<file path="src/rtl/spi_seq_engine.sv">
// Command sequencer in front of spi_bus: decodes 12-bit SPI commands and issues one
// byte transfer at a time over a start/done handshake. Read-back bytes land in a small FIFO.
module spi_seq_engine #(
  parameter int unsigned RD_FIFO_DEPTH = 4,
  parameter logic [7:0]  READ_FILL     = 8'h00
) (
  input  logic        clk_i,
  input  logic        nrst_i,
  input  logic        cmd_valid_i,
  output logic        cmd_ready_o,
  input  logic [11:0] cmd_data_i,
  output logic        xfer_start_o,
  output logic [7:0]  xfer_tx_o,
  input  logic        xfer_done_i,
  input  logic [7:0]  xfer_rx_i,
  output logic        spi_ncs_o,
  output logic        rd_valid_o,
  output logic [7:0]  rd_data_o,
  input  logic        rd_ready_i,
  output logic        busy_o,
  output logic        err_o
);
  localparam int unsigned AW      = $clog2(RD_FIFO_DEPTH);
  localparam logic [AW:0] DEPTH_W = (AW+1)'(RD_FIFO_DEPTH);

  localparam logic [3:0] OP_NOP    = 4'd0;
  localparam logic [3:0] OP_CS_LO  = 4'd1;
  localparam logic [3:0] OP_CS_HI  = 4'd2;
  localparam logic [3:0] OP_WRITE  = 4'd3;
  localparam logic [3:0] OP_READ   = 4'd4;
  localparam logic [3:0] OP_XCHG   = 4'd5;
  localparam logic [3:0] OP_DELAY  = 4'd6;

  typedef enum logic [2:0] {S_IDLE, S_DECODE, S_ISSUE, S_WAIT, S_DELAY} state_e;

  state_e      state_q;
  logic [3:0]  op_q;
  logic [7:0]  arg_q, dly_q;
  logic        cmd_ready_q, xfer_start_q, ncs_q, busy_q, err_q;
  logic [7:0]  xfer_tx_q;

  logic [7:0]  mem_q [RD_FIFO_DEPTH];
  logic [AW:0] wr_ptr_q, rd_ptr_q;
  logic [AW:0] count;
  logic        pop, push, slot_free, is_rd_op;

  assign count      = wr_ptr_q - rd_ptr_q;
  assign rd_valid_o = (count != '0);
  assign rd_data_o  = rd_valid_o ? mem_q[rd_ptr_q[AW-1:0]] : 8'h00;
  assign pop        = rd_valid_o & rd_ready_i;
  assign is_rd_op   = (op_q == OP_READ) || (op_q == OP_XCHG);
  assign push       = (state_q == S_WAIT) & xfer_done_i & is_rd_op;
  // Only one transfer is ever outstanding, so the slot checked here stays reserved until push.
  assign slot_free  = (count < DEPTH_W) | pop;

  always_ff @(posedge clk_i) begin
    if (push) mem_q[wr_ptr_q[AW-1:0]] <= xfer_rx_i;
  end

  always_ff @(posedge clk_i or negedge nrst_i) begin
    if (!nrst_i) begin
      wr_ptr_q <= '0;
      rd_ptr_q <= '0;
    end else begin
      if (push) wr_ptr_q <= wr_ptr_q + 1'b1;
      if (pop)  rd_ptr_q <= rd_ptr_q + 1'b1;
    end
  end

  always_ff @(posedge clk_i or negedge nrst_i) begin
    if (!nrst_i) begin
      state_q      <= S_IDLE;
      op_q         <= OP_NOP;
      arg_q        <= 8'h00;
      dly_q        <= 8'h00;
      cmd_ready_q  <= 1'b0;
      xfer_start_q <= 1'b0;
      xfer_tx_q    <= 8'h00;
      ncs_q        <= 1'b1;
      busy_q       <= 1'b0;
      err_q        <= 1'b0;
    end else begin
      xfer_start_q <= 1'b0;
      case (state_q)
        S_IDLE: begin
          cmd_ready_q <= 1'b1;
          busy_q      <= 1'b0;
          if (cmd_valid_i && cmd_ready_q) begin
            op_q        <= cmd_data_i[11:8];
            arg_q       <= cmd_data_i[7:0];
            state_q     <= S_DECODE;
            cmd_ready_q <= 1'b0;
            busy_q      <= 1'b1;
          end
        end
        S_DECODE: begin
          case (op_q)
            OP_WRITE: begin
              xfer_tx_q    <= arg_q;
              xfer_start_q <= 1'b1;
              state_q      <= S_ISSUE;
            end
            OP_READ, OP_XCHG: begin
              if (slot_free) begin
                xfer_tx_q    <= (op_q == OP_READ) ? READ_FILL : arg_q;
                xfer_start_q <= 1'b1;
                state_q      <= S_ISSUE;
              end
            end
            OP_DELAY: begin
              dly_q   <= arg_q;
              state_q <= S_DELAY;
            end
            default: begin
              if (op_q == OP_CS_LO) ncs_q <= 1'b0;
              if (op_q == OP_CS_HI) ncs_q <= 1'b1;
              if (op_q > OP_DELAY)  err_q <= 1'b1;
              state_q     <= S_IDLE;
              cmd_ready_q <= 1'b1;
              busy_q      <= 1'b0;
            end
          endcase
        end
        S_ISSUE: state_q <= S_WAIT;
        S_WAIT: begin
          if (xfer_done_i) begin
            state_q     <= S_IDLE;
            cmd_ready_q <= 1'b1;
            busy_q      <= 1'b0;
          end
        end
        S_DELAY: begin
          if (dly_q == 8'h00) begin
            state_q     <= S_IDLE;
            cmd_ready_q <= 1'b1;
            busy_q      <= 1'b0;
          end else begin
            dly_q <= dly_q - 8'h01;
          end
        end
        default: state_q <= S_IDLE;
      endcase
    end
  end

  assign cmd_ready_o  = cmd_ready_q;
  assign xfer_start_o = xfer_start_q;
  assign xfer_tx_o    = xfer_tx_q;
  assign spi_ncs_o    = ncs_q;
  assign busy_o       = busy_q;
  assign err_o        = err_q;
endmodule

</file>
<file path="config.mk">
export PLATFORM = sky130hd
export DESIGN_NAME = spi_seq_engine
export DESIGN_NICKNAME = d
export VERILOG_FILES = /design/src/rtl/spi_seq_engine.sv
export SDC_FILE = /design/constraint.sdc
export NUM_CORES = 1
export LEC_CHECK = 0
export BUFFER_PORTS_ARGS = -buffer_cell sky130_fd_sc_hd__buf_4
export CORE_ASPECT_RATIO = 0.75
export CORE_MARGIN = 4
export CORE_UTILIZATION = 55
export CTS_CLUSTER_DIAMETER = 120
export DETAILED_ROUTE_END_ITERATION = 16
export PLACE_DENSITY = 0.77
export SYNTH_ARGS = -nofsm -noshare
export SYNTH_HDL_FRONTEND = slang
export SYNTH_SLANG_ARGS = --single-unit
</file>
<file path="constraint.sdc">
create_clock -name clk_i -period 2.8 [get_ports clk_i]
set_clock_uncertainty 0.2 [all_clocks]
set_input_delay 0.14 -clock clk_i [delete_from_list [all_inputs] [get_ports clk_i]]
set_output_delay 0.14 -clock clk_i [all_outputs]
set_load 0.02 [all_outputs]
</file>
==> results.md <==
- Status: finished, final reports clean
- Final period util: 87.58%
- # fillers: 408
- Min cycle time layout: 2.452 ns
- Hold Vio Cnt, Final: 0
- Share of total power in sequential cells: 39.5%
- Total Neg Setup Slack: 0 ns
- Count leader, synth: dfrtp_1
- Ys flop type: dfrtp_1
- Sw Share: 37.63%
- Power per cell area: 1016 nW/um^2
- P_int: 0.002630 W
- Antenna-violating nets left: 0
- Syn Inst Count: 246
- Total CTS buffers: 9
- Vias per cell: 5.450
- Synth area leaders: dfrtp_1, edfxtp_1, mux4_2
- Syn_nets: 280
- Top Ports: 47
- Clk Latency, worst-skew pair: 0.36 ns
- Worst slew pin tran: 0.6645 ns
- Fmax: 407.8 MHz
- Post-CTS Setup Repair Bufs: 0
- Vias in the first global route: 2205
- MaxCap Viol Count: 0
- Comb pwr share: 40.9%
- Ant diodes: 0
- Leading area contributor after synthesis: dfrtp_1
- CP max stage cell: dfrtp_1
- Top Family by Delay on Critical Path: simple AND/OR/NAND/NOR gates
- Ys async rst share: 56.76%
- Endpoints failing setup: 0
- GR Util All Layers: 19.24%
- Synth warn: 0
- Reg clk slew, reported paths: 0.09 ns
- Count of final max-slew check failures: 0
- Post-synthesis register bit count: 74
- Area Growth Syn to Fin: 26.37%
- Total global routing overflow: 0
- Max incr delay on CP: 0.40 ns
- Die ar.: 7282 sq um
- Clk network pwr share: 19.6%
- Netlist cell types: 45
- DRT Pass-1 Iters: 4
- Post-synth EDFFs: 32
- Place WS: 0.4137 ns
- Sink Count: 74
- Nets: 355
- Routed length per instance: 16.17 microns
- Crit path cell chain: inv_1, ha_1, nor2b_1, xnor2_1, nand3_1, and2_1, buf_4
- Final Worst Setup Slack: 0.3477 ns
- CTS tree: built
- RSZ-0062 raised after global routing: false
- Sequential fraction of the synthesis area: 61.32%
- # rows: 24
- CP arrival: 2.11 ns
- Post-Syn Area: 3283 sq um
- Buf/Inv on CP: 2
- Leakage: 1.728 nW
- Die width: 97.22 microns
- Largest net degree at the start of global routing: 43
- Port bufs: 46
- Cts repair resizes: 0
- Synth top area share: 31.25%
- WS Path Type: flip-flop to output pin
- Placeable Area: 5796 sq um
- CTS max path bufs: 2
- Startpoint types: flip-flop
- Post-DP HPWL: 4.331 mm
- Worst rel slew slack: 55.70%
- DRC viols: 0
- Critical path endpoint category: output pin
- Hold-fix buffers, CTS: 24
- Share of cells above drive strength 1: 28.53%
- Hold Path Class: primary input to asynchronous set/reset pin
- Critical Path RT: 2.46 ns
- Initial antenna violation count: 0
- Worst IR drop on VDD: 531.1 uV
- Gpl congestion: 0.8004
- CTS Root Cell: clkbuf_8
- DRT iter0 DRCs: 157
- Mean Syn Cell Area: 13.35 sq um
- Die H: 74.91 microns
- Top cells by count, synth: dfrtp_1, edfxtp_1, o21ai_0, mux2_2
- Initial Util: 56.65%
- First-pass GRT wire length: 10.74 mm
- Crit path max fanout: 11
- Vias post-DR: 2202
- Psw: 0.001587 W
- Routed WL: 6.534 mm
- Max H-tree Level: 3
cell type report:
cell class / instances / area, sq um / share of cell area, %
flip-flops and latches: 74 / 2013 / 48.52
clock inverters: 6 / 56.30 / 1.357
clock buffers: 10 / 148.9 / 3.589
well taps: 78 / 97.59 / 2.352
repair buffers: 75 / 623.1 / 15.02
inverters: 10 / 37.54 / 0.9047
multi-input cells: 151 / 1172 / 28.26
power groups by stage:
stage	clock [W]	sequential, W	combinational [W]
floorplan	0	0.00167	0.00115
global placement	0	0.00166	0.00166
detailed placement	0	0.00167	0.00171
CTS	0.000842	0.00166	0.00174
global route	0.000896	0.00170	0.00190
finish	0.000826	0.00166	0.00173
cells by family after synthesis:
kind of cell / synth area share [%]
buf+inv: 2.972
xor+xnor: 1.867
simple gates: 10.86
mux: 9.947
compound gates: 9.604
flops: 61.32
fa+ha+maj: 3.430
routing by layer:
layer	routed length, microns	share of wire (%)	global-route usage (%)	vias up
li1	-	-	-	1060
met1	2979	46	25.35	1078
met2	3129	48	30.50	58
met3	370	5.7	6.944	6
met4	56	0.86	6.298	0
met5	0	0	0	-
path summary, 6_finish.rpt:
kind / from / endpoint / slack, ns / depth (start not counted)
worst max-delay path: wr_ptr_q[0] / rd_data_o[0] / 0.35 / 7
worst min-delay path: nrst_i / xfer_tx_o[2] / 0.08 / 2
worst max register to register: wr_ptr_q[1] / xfer_tx_o[7] / 0.42 / 6
worst min register to register: rd_ptr_q[2] / rd_ptr_q[2] / 0.29 / 1
max in group asynchronous: nrst_i / spi_ncs_o / 1.92 / 2
min in group clk_i: rd_ptr_q[2] / rd_ptr_q[2] / 0.29 / 1
flip-flops by register name, summed over array words and instances (netlist names):
register	cells
xfer_start_o	1
xfer_tx_o	8
op_q	4
dly_q	8
state_q	3
arg_q	8
mem_q	32
spi_ncs_o	1
err_o	1
rd_ptr_q	3
wr_ptr_q	3
busy_o	1
cmd_ready_o	1
cell usage in the layout (no fill, tap or decap), types with 2 or more instances in the layout:
master,n
a21oi_1,10
a22o_1,8
a31oi_1,4
and2_1,12
buf_4,51
clkbuf_8,9
clkinv_4,2
dfrtp_1,41
dlygate4sd3_1,24
edfxtp_1,32
ha_1,9
inv_1,10
inv_8,2
mux2_2,13
mux4_2,8
nand2_1,11
nand2b_1,3
nand3_1,4
nor2_1,12
nor2b_1,4
nor3_1,6
o21ai_0,15
o31ai_1,2
or3_1,3
xnor2_1,3
xor2_1,4
stage by stage:
stage	hold WS [ns]	utilization (%)	area, sq um	cells	power, W
floorplan	-0.3556	-	3283	246	0.002815
global placement	-0.04621	63.90	3704	364	0.003320
detailed placement	-0.04353	63.90	3704	364	0.003387
CTS	0.1036	71.59	4149	404	0.004239
global route	0.1226	71.59	4149	404	0.004491
finish	0.08498	71.59	4149	404	0.004217
Power figures use the tool's default switching activity.
